**src/rtl/vedic_mul_seq_ctrl.sv**
```systemverilog
// Sequencing controller for a time-shared Vedic multiplier.
// A single (N/2)x(N/2) Urdhva-Tiryagbhyam unit is scheduled over four
// cycles (PP0..PP3) to build an NxN unsigned product by shift-accumulate.
// Optional feature macro: VEDIC_SEQ_ZERO_SKIP_EN. When it is defined, a start
// with a zero operand completes in one cycle and bypasses the multiplier.
//
// Handshake: start is sampled only on edges where busy=0 (IDLE or DONE).
// An accepted start captures a/b. While busy=1 both start and a/b are ignored,
// and start is never queued. done is a one-cycle pulse that coincides with p
// holding the new product. p keeps that value until the next completion.

// Combinational HxH Urdhva-Tiryagbhyam (vertical and crosswise) multiplier.
// Bit products come from NAND/NOR cells. Each output column sums its crosswise
// bit products plus the carry from the column below it.
module vedic_uth_mul #(
  parameter int H = 2
) (
  input  logic [H-1:0]   x,
  input  logic [H-1:0]   y,
  output logic [2*H-1:0] prod
);
  localparam int W = 2 * H;

  function automatic logic nand2(input logic i0, input logic i1);
    return ~(i0 & i1);
  endfunction

  function automatic logic nor2(input logic i0, input logic i1);
    return ~(i0 | i1);
  endfunction

  // AND built from the gate cells: NOR of the two inverted inputs.
  function automatic logic and_cell(input logic i0, input logic i1);
    return nor2(nand2(i0, i0), nand2(i1, i1));
  endfunction

  logic [W-1:0] col;
  logic [W-1:0] carry;

  // Column-by-column crosswise sums with a ripple carry between columns.
  always_comb begin
    prod  = '0;
    carry = '0;
    col   = '0;
    for (int k = 0; k < 2 * H - 1; k++) begin
      col = carry;
      for (int i = 0; i < H; i++) begin
        for (int j = 0; j < H; j++) begin
          if (i + j == k) begin
            col = col + {{(W-1){1'b0}}, and_cell(x[i], y[j])};
          end
        end
      end
      prod[k] = col[0];
      carry   = col >> 1;
    end
    prod[2*H-1] = carry[0];
  end
endmodule

module vedic_mul_seq_ctrl #(
  parameter int N = 4
) (
  input  logic           clk,
  input  logic           rst,
  input  logic           start,
  input  logic [N-1:0]   a,
  input  logic [N-1:0]   b,
  output logic           busy,
  output logic           done,
  output logic [2*N-1:0] p
);
  localparam int H = N / 2;

  // Odd or too-narrow operands cannot be split into two equal halves.
  generate
    if ((N < 2) || ((N % 2) != 0)) begin : g_bad_n
      $error("vedic_mul_seq_ctrl: N must be even and >= 2");
    end
  endgenerate

  typedef enum logic [2:0] {
    IDLE = 3'd0,
    PP0  = 3'd1,
    PP1  = 3'd2,
    PP2  = 3'd3,
    PP3  = 3'd4,
    DONE = 3'd5
  } state_t;

  state_t         state;
  state_t         state_nx;
  logic [N-1:0]   a_r;
  logic [N-1:0]   b_r;
  logic [2*N-1:0] acc;
  logic           accept;
  logic           zero_op;
  logic [H-1:0]   mul_a;
  logic [H-1:0]   mul_b;
  logic [N-1:0]   mul_p;
  logic [2*N-1:0] pp_ext;
  logic [2*N-1:0] term;

  // A start is only considered while the unit is not busy.
  assign accept = start && ((state == IDLE) || (state == DONE));

`ifdef VEDIC_SEQ_ZERO_SKIP_EN
  // A zero operand makes the product zero, so the multiplier is not used.
  assign zero_op = (a == '0) || (b == '0);
`else
  assign zero_op = 1'b0;
`endif

  // State register.
  always_ff @(posedge clk or posedge rst) begin
    if (rst) begin
      state <= IDLE;
    end else begin
      state <= state_nx;
    end
  end

  // Next-state logic: a fixed four-step schedule after each accepted start.
  always_comb begin
    state_nx = state;
    case (state)
      IDLE, DONE: begin
        if (start) begin
          state_nx = zero_op ? DONE : PP0;
        end else begin
          state_nx = IDLE;
        end
      end
      PP0:     state_nx = PP1;
      PP1:     state_nx = PP2;
      PP2:     state_nx = PP3;
      PP3:     state_nx = DONE;
      default: state_nx = IDLE;
    endcase
  end

  // Operand mux and weight of the partial product, both selected by state.
  // PP0 forms lo*lo, PP1 forms hi(a)*lo(b), PP2 forms lo(a)*hi(b), PP3 forms hi*hi.
  always_comb begin
    mul_a  = a_r[H-1:0];
    mul_b  = b_r[H-1:0];
    pp_ext = {{N{1'b0}}, mul_p};
    term   = pp_ext;
    case (state)
      PP1: begin
        mul_a = a_r[N-1:H];
        term  = pp_ext << H;
      end
      PP2: begin
        mul_b = b_r[N-1:H];
        term  = pp_ext << H;
      end
      PP3: begin
        mul_a = a_r[N-1:H];
        mul_b = b_r[N-1:H];
        term  = pp_ext << N;
      end
      default: begin
        term = pp_ext;
      end
    endcase
  end

  vedic_uth_mul #(.H(H)) u_mul (
    .x    (mul_a),
    .y    (mul_b),
    .prod (mul_p)
  );

  // Operand capture, accumulation and the result register.
  always_ff @(posedge clk or posedge rst) begin
    if (rst) begin
      a_r <= '0;
      b_r <= '0;
      acc <= '0;
      p   <= '0;
    end else if (accept) begin
      a_r <= a;
      b_r <= b;
      acc <= '0;
      if (zero_op) begin
        p <= '0;
      end
    end else begin
      case (state)
        PP0, PP1, PP2: acc <= acc + term;
        PP3:           p   <= acc + term;
        default:       acc <= acc;
      endcase
    end
  end

  // Status flags are registered copies of the upcoming state.
  always_ff @(posedge clk or posedge rst) begin
    if (rst) begin
      busy <= 1'b0;
      done <= 1'b0;
    end else begin
      busy <= (state_nx == PP0) || (state_nx == PP1) ||
              (state_nx == PP2) || (state_nx == PP3);
      done <= (state_nx == DONE);
    end
  end
endmodule

```
**config.mk**
```make
export PLATFORM = sky130hd
export DESIGN_NAME = vedic_mul_seq_ctrl
export DESIGN_NICKNAME = d
export VERILOG_FILES = /design/src/rtl/vedic_mul_seq_ctrl.sv
export SDC_FILE = /design/constraint.sdc
export NUM_CORES = 1
export LEC_CHECK = 0
export ABC_AREA = 1
export CORE_ASPECT_RATIO = 0.75
export CORE_MARGIN = 8
export CORE_UTILIZATION = 40
export DETAILED_ROUTE_END_ITERATION = 7
export PLACE_DENSITY = 0.61
export SLEW_MARGIN = 20
export SYNTH_ARGS = -nofsm -noshare
export SYNTH_HDL_FRONTEND = slang
export SYNTH_SLANG_ARGS = --single-unit
export TNS_END_PERCENT = 20
```
**constraint.sdc**
```tcl
create_clock -name clk -period 7 [get_ports clk]
set_input_delay 1.4 -clock clk [delete_from_list [all_inputs] [get_ports clk]]
set_output_delay 1.4 -clock clk [all_outputs]
set_load 0.01 [all_outputs]
```
==> results of run 1 <==
## flip-flops by register name, indices dropped and copies added (netlist names)
| register | cells |
|---|---|
| done | 1 |
| a_r | 4 |
| p | 8 |
| acc | 8 |
| state | 3 |
| b_r | 4 |
| busy | 1 |
## layout make-up
class	count	area [sq um]
fill	390	2000
tap	55	68.8
sequential	29	726
multi-input combinational	147	781
clock buffer	7	86.3
inverter	28	105
timing repair buffer	21	208
## critical path: stages, from the launching register on
cell                       delay (ns)
sky130_fd_sc_hd__dfrtp_1         0.43
sky130_fd_sc_hd__nor2_2          0.20
sky130_fd_sc_hd__nand2_2         0.24
sky130_fd_sc_hd__nand2_1         0.22
sky130_fd_sc_hd__nand2_1         0.12
sky130_fd_sc_hd__o21ai_0         0.23
sky130_fd_sc_hd__nor2b_1         0.08
sky130_fd_sc_hd__ha_1            0.20
sky130_fd_sc_hd__ha_1            0.32
sky130_fd_sc_hd__nand3_1         0.09
sky130_fd_sc_hd__nand2_1         0.06
sky130_fd_sc_hd__ha_1            0.30
sky130_fd_sc_hd__or2_2           0.33
sky130_fd_sc_hd__nand3b_1        0.13
sky130_fd_sc_hd__nand3b_1        0.10
sky130_fd_sc_hd__nand3_1         0.09
sky130_fd_sc_hd__nand2_1         0.05
## how the worst max path moves through the flow
stage | start | endpoint | slack (ns) | depth (start not counted)
floorplan | state[1] | p[5] | 4.11 | 16
global placement | state[1] | p[5] | 3.77 | 16
detailed placement | state[1] | acc[5] | 3.68 | 16
CTS | state[1] | acc[5] | 3.69 | 16
global route | state[1] | p[7] | 3.37 | 16
finish | state[1] | acc[5] | 3.70 | 16
## routing by layer
| metal | GRT usage | share of wire | vias to the layer above |
|---|---|---|---|
| met5 | 0 | 0 | - |
| met4 | 0.0607 | 0.017 | 0 |
| met1 | 0.149 | 0.52 | 645 |
| met2 | 0.187 | 0.42 | 19 |
| li1 | - | - | 720 |
| met3 | 0.0386 | 0.041 | 6 |
## cell usage after synthesis (3+ instances only)
| library cell | instances |
|---|---|
| sky130_fd_sc_hd__nand2_1 | 61 |
| sky130_fd_sc_hd__dfrtp_1 | 29 |
| sky130_fd_sc_hd__inv_1 | 26 |
| sky130_fd_sc_hd__nand3_1 | 26 |
| sky130_fd_sc_hd__ha_1 | 9 |
| sky130_fd_sc_hd__nor2_1 | 9 |
| sky130_fd_sc_hd__a21oi_1 | 8 |
| sky130_fd_sc_hd__o21ai_0 | 8 |
| sky130_fd_sc_hd__o21ai_1 | 7 |
| sky130_fd_sc_hd__nand4_1 | 3 |
## through the flow
step	total power [mW]	instance area, sq um	util	setup slack [ns]
after floorplan	0.696	1640	-	4.11
after global placement	0.837	1890	0.475	3.77
after detailed placement	0.841	1890	0.475	3.68
after CTS	0.983	1970	0.496	3.69
after global routing	1.08	1970	0.496	3.37
final	0.976	1970	0.496	3.70
## logic make-up after synthesis
logic type	Yosys count	synth area share
flip-flops	29	0.443
adder cells (fa/ha/maj)	10	0.0810
buffers and inverters	32	0.0795
XOR/XNOR	2	0.0107
AO/OA/AOI/OAI	27	0.0879
AND/OR/NAND/NOR	108	0.297
## power breakdown
group	leakage (nW)	internal, mW	switching [mW]
Clock	0.0443	0.0778	0.0614
Sequential	0.364	0.242	0.0454
Combinational	0.637	0.216	0.333
Total	1.05	0.536	0.440
==> results.env, run 1 <==
LARGEST_NET_DEGREE_AT_THE_START_OF_GLOBAL_ROUTING=30
VIA_PER_INST=4.84
FIN_SKEW_NS=0.00584
MIN_PATH_TYPE='register to register'
NUMBER_OF_NETS_STILL_FAILING_ANTENNA_CHECKS_AFTER_ROUTING=0
TOTALWIRELENGTH_UM=3480
DRC=0
DESIGN.CORE.AREA_SQ_UM=3980
ASYNC_FLOP_SHARE=1.00
IR_DROP_mV=0.187
CTSROOTBUFFERMASTER='sky130_fd_sc_hd__clkbuf_8'
PORT-BUFFER-COUNT=20
CELLPOWERDENSITY_nW_PER_UM2=494
REG2REG_TO='acc[5]'
WORST_SETUP_PATH_END_KIND='register'
TIMING.MAX_CAP.VIOLATIONS=0
HOLD_CRIT_START='p[6]'
CRIT-REG2REG-LAUNCH='state[1]'
CTS_BUFFER_DEPTH=2
HOLD_PATH_DEPTH=2
AREA.GROWTH.SYNTH_TO_FINAL_PCT=20.6
CTS_INSERTED_BUFFERS=5
SYNTHCELLS=208
SETUP_VIOL_COUNT_FINAL=0
GP_ROUTABILITY_CONGESTION=0.842
START_UTIL=0.411
GRT_OVERFLOW_TOTAL=0
SYNTH_AREA_SQ_UM=1640
DIE_HEIGHT_UM=71.4
CTS_TREE='built'
SYNTH_NETS=229
PLACED_CELLS=280
CRITICAL_PATH_REQUIRED_NS=7.18
HIGHEST_CLOCK_RATE_GHz=0.303
DESIGN.DIE.AREA_SQ_UM=6420
YOSYSWARNINGS=0
LAYOUT_COMMON_CELLS='sky130_fd_sc_hd__nand2_1 (61), sky130_fd_sc_hd__dfrtp_1 (29), sky130_fd_sc_hd__inv_1 (26), sky130_fd_sc_hd__nand3_1 (26), sky130_fd_sc_hd__clkdlybuf4s50_1 (20)'
FINAL_NON_FILLER_CELL_TOTAL=287
CRITPATHMAXFANOUT=17
FINALCRITICALPERIOD_NS=3.30
POST-CTS-SETUP-BUFFERS=0
ANTENNA_VIOLATIONS_BEFORE_REPAIR=0
SYNTH_EDF_COUNT=0
REG2REG_DEPTH=16
CLKTRANSATPATHREGS_NS=0.06
HOLD-PATH-ENDPOINT='p[6]'
FINAL.PERIOD_UTILIZATION=0.471
YOSYSSEQAREASHARE=0.443
DP.FINAL_HPWL_UM=2530
CLOCK_LATENCY_NS=0.28
TOTAL_LEAKAGE_POWER_nW=1.05
ROUTED_VIA_COUNT=1390
DRIVE_GT1_FRAC=0.0690
IO_PINS=21
SYNTH.AVG_CELL_AREA_SQ_UM=7.87
FLOORPLAN.ROWS=20
YS.FLOP_TYPE='sky130_fd_sc_hd__dfrtp_1'
WORSTSETUPSTARTPOINTTYPE='register'
TNS_NS=0
STATUS='finished, final reports clean'
YOSYSTOPAREACELL='sky130_fd_sc_hd__dfrtp_1'
FINAL_MAX_SLEW_VIOL_COUNT=0
WORSTMARGINPINSLEW_NS=0.378
HOLD_FIX_BUFFER_COUNT_AFTER_CTS=0
YS_TOP_CELLS_BY_AREA='sky130_fd_sc_hd__dfrtp_1 (44%), sky130_fd_sc_hd__nand2_1 (14%), sky130_fd_sc_hd__nand3_1 (8.0%), sky130_fd_sc_hd__ha_1 (6.9%), sky130_fd_sc_hd__inv_1 (6.0%)'
AVERAGE_WIRE_LENGTH_PER_CELL_AFTER_DETAIL_ROUTING_UM=12.1
GRTUSAGETOTAL=0.121
CTS-RESIZED-GATES=0
GRT_PASS1_VIAS=1381
STARTPOINT_TO_ENDPOINT_CLASS_OF_THE_CRITICAL_PATH='register to register'
SYNTHDISTINCTLIBCELLS=26
R2R_SETUP_SLACK_NS=3.70
DETAIL_ROUTE.ITER0.VIOLATIONS=51
POST_SYNTH_TOP_AREA_SHARE=0.443
N_ANTENNA_CELL=0
NUMBER_OF_SINKS_DRIVEN_BY_THE_CLOCK_TREE=29
LAYOUT.CELLS.MOST_COMMON='sky130_fd_sc_hd__nand2_1'
UNREPAIRED_SETUP_ENDPOINTS_AFTER_GLOBAL_ROUTING='no'
WIRE_LENGTH_OF_THE_FIRST_GLOBAL_ROUTING_PASS_UM=6300
TIMING_HOLD_VIOLATIONS_FINAL=0
DIE_W_UM=89.9
DRT-PASS1-ITER-COUNT=4
H-TREE-DEPTH=2
FIN_WORST_HOLD_SLACK_NS=0.482
YS_SEQ_ELEMENTS=29
CP.ARRIVAL_NS=3.48
WORST_SLEW_MARGIN_REL=0.748
NET_COUNT_FINAL=253
No activity file was read; power rests on OpenSTA's default activity.
==> run 2: changes to the inputs <==
==> constraint.sdc (replaced) <==
create_clock -name clk -period 3.1 [get_ports clk]
set_input_delay 0.62 -clock clk [delete_from_list [all_inputs] [get_ports clk]]
set_output_delay 0.62 -clock clk [all_outputs]
set_load 0.01 [all_outputs]
==> results.env, run 2 (same netlist as run 1, synthesis figures left out) <==
CP.ARRIVAL_NS=3.10
CTS_BUFFER_DEPTH=2
WIRE_LENGTH_OF_THE_FIRST_GLOBAL_ROUTING_PASS_UM=6410
START_UTIL=0.411
CRITPATHMAXFANOUT=6
TIMING_HOLD_VIOLATIONS_FINAL=0
DESIGN.DIE.AREA_SQ_UM=6420
IO_PINS=21
DR_WL_MET3_UM=148
WORSTSETUPSTARTPOINTTYPE='register'
PRE_CTS_WS_NS=0.0353
DIE_HEIGHT_UM=71.4
DESIGN_POWER_mW=2.27
FINAL.SETUP.WORST_SLACK_NS=0.176
STATUS='finished, final reports clean'
CLKTRANSATPATHREGS_NS=0.06
DRC=0
LAYOUT.CELLS.MOST_COMMON='sky130_fd_sc_hd__nand2_1'
LAYOUT.CELL_AREA.NON_FILLER_SQ_UM=2030
HOLD_FIX_BUFFER_COUNT_AFTER_CTS=0
HIGHEST_LAYER='met4'
CTS_INSERTED_BUFFERS=5
IR_DROP_mV=0.473
DRIVE_GT1_FRAC=0.0970
SETUP_VIOL_COUNT_FINAL=0
WORST_SETUP_PATH_END_KIND='register'
WORSTMARGINPINSLEW_NS=0.376
GRT_PASS1_VIAS=1362
CRITICAL_PATH_REQUIRED_NS=3.28
NET_COUNT_FINAL=257
DIE_W_UM=89.9
DPL_CELL_AREA_SQ_UM=1900
WORST_SLEW_MARGIN_REL=0.750
TOTAL_LEAKAGE_POWER_nW=1.07
NUMBER_OF_SINKS_DRIVEN_BY_THE_CLOCK_TREE=29
AVERAGE_WIRE_LENGTH_PER_CELL_AFTER_DETAIL_ROUTING_UM=12.4
FINAL.PERIOD_UTILIZATION=0.943
FINAL_MAX_SLEW_VIOL_COUNT=0
CTS_TREE='built'
TOTALWIRELENGTH_UM=3640
MIN_PATH_TYPE='register to register'
R2R_SETUP_SLACK_NS=0.18
DP.FINAL_HPWL_UM=2580
BIGGESTREGSBYFLOPS='acc x8, p x8'
FINAL_CORE_UTILIZATION=0.509
NUM-FILL-CELLS=404
GP_ROUTABILITY_CONGESTION=0.851
GRTUSAGETOTAL=0.124
PORT-BUFFER-COUNT=20
ROUTED_VIA_COUNT=1408
LAYOUT_COMMON_CELLS='sky130_fd_sc_hd__nand2_1 (61), sky130_fd_sc_hd__dfrtp_1 (27), sky130_fd_sc_hd__inv_1 (26), sky130_fd_sc_hd__nand3_1 (26), sky130_fd_sc_hd__clkdlybuf4s50_1 (20)'
FIN_SKEW_NS=0.00269
GRT_OVERFLOW_TOTAL=0
CLOCK_LATENCY_NS=0.28
DRT-PASS1-ITER-COUNT=4
CTSROOTBUFFERMASTER='sky130_fd_sc_hd__clkbuf_8'
DESIGN.CORE.AREA_SQ_UM=3980
H-TREE-DEPTH=2
AREA.GROWTH.SYNTH_TO_FINAL_PCT=23.8
MET2ROUTEDLENGTH_UM=1530
VIA_PER_INST=4.82
N_ANTENNA_CELL=0
TIMING.MAX_CAP.VIOLATIONS=0
FLOORPLAN.ROWS=20
STARTPOINT_TO_ENDPOINT_CLASS_OF_THE_CRITICAL_PATH='register to register'
LARGEST_NET_DEGREE_AT_THE_START_OF_GLOBAL_ROUTING=30
DETAIL_ROUTE.ITER0.VIOLATIONS=84
MET1_LENGTH_UM=1870
CELLPOWERDENSITY_nW_PER_UM2=1120
FINALCRITICALPERIOD_NS=2.92
ANTENNA_VIOLATIONS_BEFORE_REPAIR=0
NUMBER_OF_NETS_STILL_FAILING_ANTENNA_CHECKS_AFTER_ROUTING=0
HIGHEST_CLOCK_RATE_GHz=0.342
==> run 2: path summary, 6_finish.rpt <==
path,cells past startpoint,start,to
max,16,state[0],acc[7]
min,2,p[6],p[6]
max reg2reg,16,state[0],acc[7]
min reg2reg,2,p[6],p[6]
max in group asynchronous,3,rst,state[1]
min in group asynchronous,3,rst,a_r[2]
==> run 2: through the flow <==
step                setup TNS [ns]  hold WS, ns  std cells
floorplan                        0        0.454        208
global placement                 0        0.464        282
detailed placement               0        0.468        282
CTS                              0        0.482        290
global route               -0.0588        0.504        292
finish                           0        0.477        292
==> run 2: routing by layer <==
| layer | vias up | global-route usage |
|---|---|---|
| met5 | - | 0 |
| met4 | 0 | 0.0607 |
| met3 | 10 | 0.0397 |
| met2 | 24 | 0.182 |
| met1 | 646 | 0.161 |
| li1 | 728 | - |
==> run 2: power breakdown <==
group | internal (mW) | switching [mW] | leakage (nW) | total [mW]
Sequential | 0.549 | 0.109 | 0.362 | 0.659
Combinational | 0.533 | 0.780 | 0.670 | 1.31
Clock | 0.159 | 0.139 | 0.0395 | 0.298
Total | 1.24 | 1.03 | 1.07 | 2.27
==> run 2: what timing repair did <==
| action | in CTS | in global routing |
|---|---|---|
| hold endpoints to repair | 0 | 0 |
| setup buffers | 0 | 2 |
| setup endpoints to repair | 0 | 10 |
| gates resized for setup | 0 | 8 |
==> run 2: cell type report <==
cell class / instances / area, sq um / share of cell area
multi-input cells: 147 / 806 / 0.398
clock buffers: 8 / 80.1 / 0.0395
inverters: 28 / 105 / 0.0519
flip-flops and latches: 29 / 728 / 0.359
well taps: 55 / 68.8 / 0.0340
repair buffers: 25 / 238 / 0.117
==> run 2: worst max-delay path: stages (launching register included) <==
cell and delay (ns):
sky130_fd_sc_hd__dfrtp_1 0.43, sky130_fd_sc_hd__nor2_4 0.17, sky130_fd_sc_hd__nand2_4 0.10, sky130_fd_sc_hd__nand2_1 0.09, sky130_fd_sc_hd__nand2_1 0.11, sky130_fd_sc_hd__o21ai_2 0.15
sky130_fd_sc_hd__nor2b_1 0.06, sky130_fd_sc_hd__ha_1 0.19, sky130_fd_sc_hd__ha_1 0.32, sky130_fd_sc_hd__nand3_1 0.10, sky130_fd_sc_hd__nand2_1 0.06, sky130_fd_sc_hd__ha_1 0.31
sky130_fd_sc_hd__or2_2 0.32, sky130_fd_sc_hd__nand3_1 0.13, sky130_fd_sc_hd__nand3_1 0.12, sky130_fd_sc_hd__nand3_1 0.09, sky130_fd_sc_hd__nand2_1 0.05
==> run 3: changes to the inputs <==
--- a/config.mk
+++ b/config.mk
@@ -5,7 +5,6 @@
 export SDC_FILE = /design/constraint.sdc
 export NUM_CORES = 1
 export LEC_CHECK = 0
-export ABC_AREA = 1
 export CORE_ASPECT_RATIO = 0.75
 export CORE_MARGIN = 8
 export CORE_UTILIZATION = 40
==> results.env, run 3 <==
CTS_TREE='built'
CTSROOTBUFFERMASTER='sky130_fd_sc_hd__clkbuf_8'
STARTPOINT_TO_ENDPOINT_CLASS_OF_THE_CRITICAL_PATH='register to register'
HIGHEST_CLOCK_RATE_GHz=0.329
DETAIL_ROUTE.ITER0.VIOLATIONS=22
DESIGN_POWER_mW=2.40
GRTUSAGETOTAL=0.121
LAYOUT.CELL_AREA.NON_FILLER_SQ_UM=2130
DPL_CELL_AREA_SQ_UM=1980
LAYOUT_COMMON_CELLS='sky130_fd_sc_hd__dfrtp_1 (27), sky130_fd_sc_hd__nand2_1 (24), sky130_fd_sc_hd__clkdlybuf4s50_1 (20)'
MIN_PATH_TYPE='register to register'
GRT_OVERFLOW_TOTAL=0
TIMING_HOLD_VIOLATIONS_FINAL=0
YOSYSSEQAREASHARE=0.455
SWITCHINGPOWER_mW=0.946
FLOORPLAN.ROWS=20
NUM-FILL-CELLS=372
YS_SEQ_ELEMENTS=29
DIE_W_UM=89.0
IR_DROP_mV=0.479
POWER.CLOCK.FRACTION=0.122
WIRE_LENGTH_OF_THE_FIRST_GLOBAL_ROUTING_PASS_UM=5840
START_UTIL=0.406
DRIVE_GT1_FRAC=0.289
N_ANTENNA_CELL=0
CRITICAL_PATH_REQUIRED_NS=3.23
NUMBER_OF_NETS_STILL_FAILING_ANTENNA_CHECKS_AFTER_ROUTING=0
POST_SYNTH_TOP_AREA_SHARE=0.455
ASYNC_FLOP_SHARE=1.00
FINALCRITICALPERIOD_NS=3.04
ANTENNA_VIOLATIONS_BEFORE_REPAIR=0
DRT-PASS1-ITER-COUNT=4
SYNTH.AVG_CELL_AREA_SQ_UM=10.4
WORST_SLEW_MARGIN_REL=0.507
FINAL.PERIOD_UTILIZATION=0.981
FINAL_MAX_SLEW_VIOL_COUNT=0
IO_PINS=21
POWER_REPORT.INTERNAL_TOTAL_mW=1.45
AVERAGE_WIRE_LENGTH_PER_CELL_AFTER_DETAIL_ROUTING_UM=13.6
CTS_BUFFER_DEPTH=2
CLKTRANSATPATHREGS_NS=0.06
SHARE_COMB_OF_TOTAL_POWER=0.602
PRE_CTS_WS_NS=-0.120
GP_ROUTABILITY_CONGESTION=0.809
BIGGESTREGSBYFLOPS='acc x8, p x8'
POWER_FRAC_SEQ=0.277
YS.FLOP_TYPE='sky130_fd_sc_hd__dfrtp_1'
DESIGN.DIE.AREA_SQ_UM=6290
YOSYSTOPAREACELL='sky130_fd_sc_hd__dfrtp_1'
DP.FINAL_HPWL_UM=2630
CELLPOWERDENSITY_nW_PER_UM2=1130
UNREPAIRED_SETUP_ENDPOINTS_AFTER_GLOBAL_ROUTING='yes'
TIMING.MAX_CAP.VIOLATIONS=0
CTS_INSERTED_BUFFERS=5
YOSYSWARNINGS=0
WORSTSETUPSTARTPOINTTYPE='register'
CRIT_CHAIN='nand2b_4 -> or2_4 -> nand2_8 -> mux2i_4 -> nor2_1 -> ha_2 -> ha_4 -> nand3_2 -> o31ai_2 -> ha_1 -> o211ai_1 -> o21ai_2 -> a31oi_2 -> xor2_1 -> o21ai_1'
CRITPATHMAXFANOUT=3
CRITICAL_PATH.MAX_STAGE_DELAY_NS=0.39
NET_COUNT_FINAL=214
VIA_PER_INST=4.88
HOLD_CRIT_START='p[0]'
DIE_HEIGHT_UM=70.7
SYNTHDISTINCTLIBCELLS=35
SWSHARE=0.395
FINAL.SETUP.WORST_SLACK_NS=0.0602
LAYOUT.CELLS.MOST_COMMON='sky130_fd_sc_hd__dfrtp_1'
ROUTED_VIA_COUNT=1214
DESIGN.CORE.AREA_SQ_UM=3930
HOLD_FIX_BUFFER_COUNT_AFTER_CTS=0
WORSTMARGINPINSLEW_NS=0.732
PORT-BUFFER-COUNT=20
CRIT-REG2REG-LAUNCH='state[0]'
SYNTH_NETS=174
CP.ARRIVAL_NS=3.17
LARGEST_NET_DEGREE_AT_THE_START_OF_GLOBAL_ROUTING=30
STATUS='finished, final reports clean'
NUMBER_OF_SINKS_DRIVEN_BY_THE_CLOCK_TREE=29
SYNTH_AREA_SQ_UM=1600
YS_TOP_CELLS_BY_COUNT='sky130_fd_sc_hd__dfrtp_1 (29), sky130_fd_sc_hd__nand2_1 (26), sky130_fd_sc_hd__o21ai_0 (15)'
DRC=0
YS_TOP_CELLS_BY_AREA='sky130_fd_sc_hd__dfrtp_1 (45%), sky130_fd_sc_hd__ha_1 (7.1%), sky130_fd_sc_hd__nand2_1 (6.1%), sky130_fd_sc_hd__mux2_2 (5.6%), sky130_fd_sc_hd__o21ai_0 (4.7%)'
CP_MAX_DELAY_CELL='sky130_fd_sc_hd__dfrtp_1'
SYNTHCELLS=153
TOTAL_LEAKAGE_POWER_nW=0.944
R2R_SETUP_SLACK_NS=0.06
TOTALWIRELENGTH_UM=3380
WORST_SETUP_PATH_END_KIND='register'
GRT_PASS1_VIAS=1225
SETUP_VIOL_COUNT_FINAL=0
CLOCK_LATENCY_NS=0.27
MOST_FREQUENT_CELL_AFTER_SYNTHESIS='sky130_fd_sc_hd__dfrtp_1'
H-TREE-DEPTH=2
SYNTH_EDF_COUNT=0
FIN_SKEW_NS=0.00556
TNS_NS=0
STARTPOINT='state[0]'
AREA.GROWTH.SYNTH_TO_FINAL_PCT=33.2
run 3: changes by cell type in the layout (fill, tap and decap cells not counted), sizes merged, moves of 8 or more:
cell   before  now
inv        28    5
nand2      64   27
mux2        0    8
nand3      27    1
buf         5   18
run 3: worst max-delay path: cells and delay by family, from the launching register on:
family | cells | cell delay (ns)
multiplexers | 1 | 0.22
XOR/XNOR | 1 | 0.17
adder cells (fa/ha/maj) | 3 | 0.78
AO/OA/AOI/OAI | 5 | 0.70
AND/OR/NAND/NOR | 5 | 0.62
flip-flops | 1 | 0.39
run 3: final timing paths:
check,depth (start not counted),end
worst min-delay path,2,p[0]
min in group asynchronous,3,p[4]
worst max-delay path,15,acc[7]
max in group asynchronous,3,state[1]
worst min register to register,2,p[0]
worst max register to register,15,acc[7]
run 3: area by class of cell:
cell class	count	area, sq um	area share
tap	55	68.8	0.0324
clock buffer	8	80.1	0.0377
inverter	5	18.8	0.00883
multi-input combinational	114	895	0.421
timing repair buffer	38	335	0.158
sequential	29	728	0.343
run 3: logic make-up (layout without fill, tap and decap cells):
group	Yosys count	in the layout	share of synthesized area
XOR/XNOR	10	10	0.0549
multiplexers	12	12	0.0839
AO/OA/AOI/OAI	34	34	0.130
flip-flops	29	29	0.455
buffers and inverters	10	51	0.0447
adder cells (fa/ha/maj)	10	10	0.0831
AND/OR/NAND/NOR	48	48	0.149
run 3: metal layers:
metal | up-vias | global-route usage | share of wire
met3 | 6 | 0.0405 | 0.048
met1 | 574 | 0.158 | 0.49
met5 | - | 0 | 0
li1 | 604 | - | -
met4 | 0 | 0.0386 | 0.014
met2 | 30 | 0.181 | 0.45
run 3: metrics by stage:
stage | std cells | util | hold slack, ns
after global routing | 249 | 0.541 | 0.507
after global placement | 240 | 0.504 | 0.461
final | 249 | 0.541 | 0.469
after floorplan | 153 | - | 0.454
after detailed placement | 240 | 0.504 | 0.462
after CTS | 248 | 0.529 | 0.477
run 3: what timing repair did:
| item | 4_1_cts | 5_1_grt |
|---|---|---|
| gates resized for setup | 6 | 10 |
| pin swaps | 1 | 10 |
| endpoints found under the setup margin | 7 | 9 |
| setup buffers | 0 | 1 |
run 3: power groups by stage:
| stage | clock network (mW) | logic [mW] | registers (mW) |
|---|---|---|---|
| after floorplan | 0 | 0.902 | 0.648 |
| after global placement | 0 | 1.33 | 0.650 |
| after detailed placement | 0 | 1.37 | 0.661 |
| after CTS | 0.301 | 1.39 | 0.660 |
| after global routing | 0.320 | 1.60 | 0.684 |
| final | 0.291 | 1.44 | 0.663 |
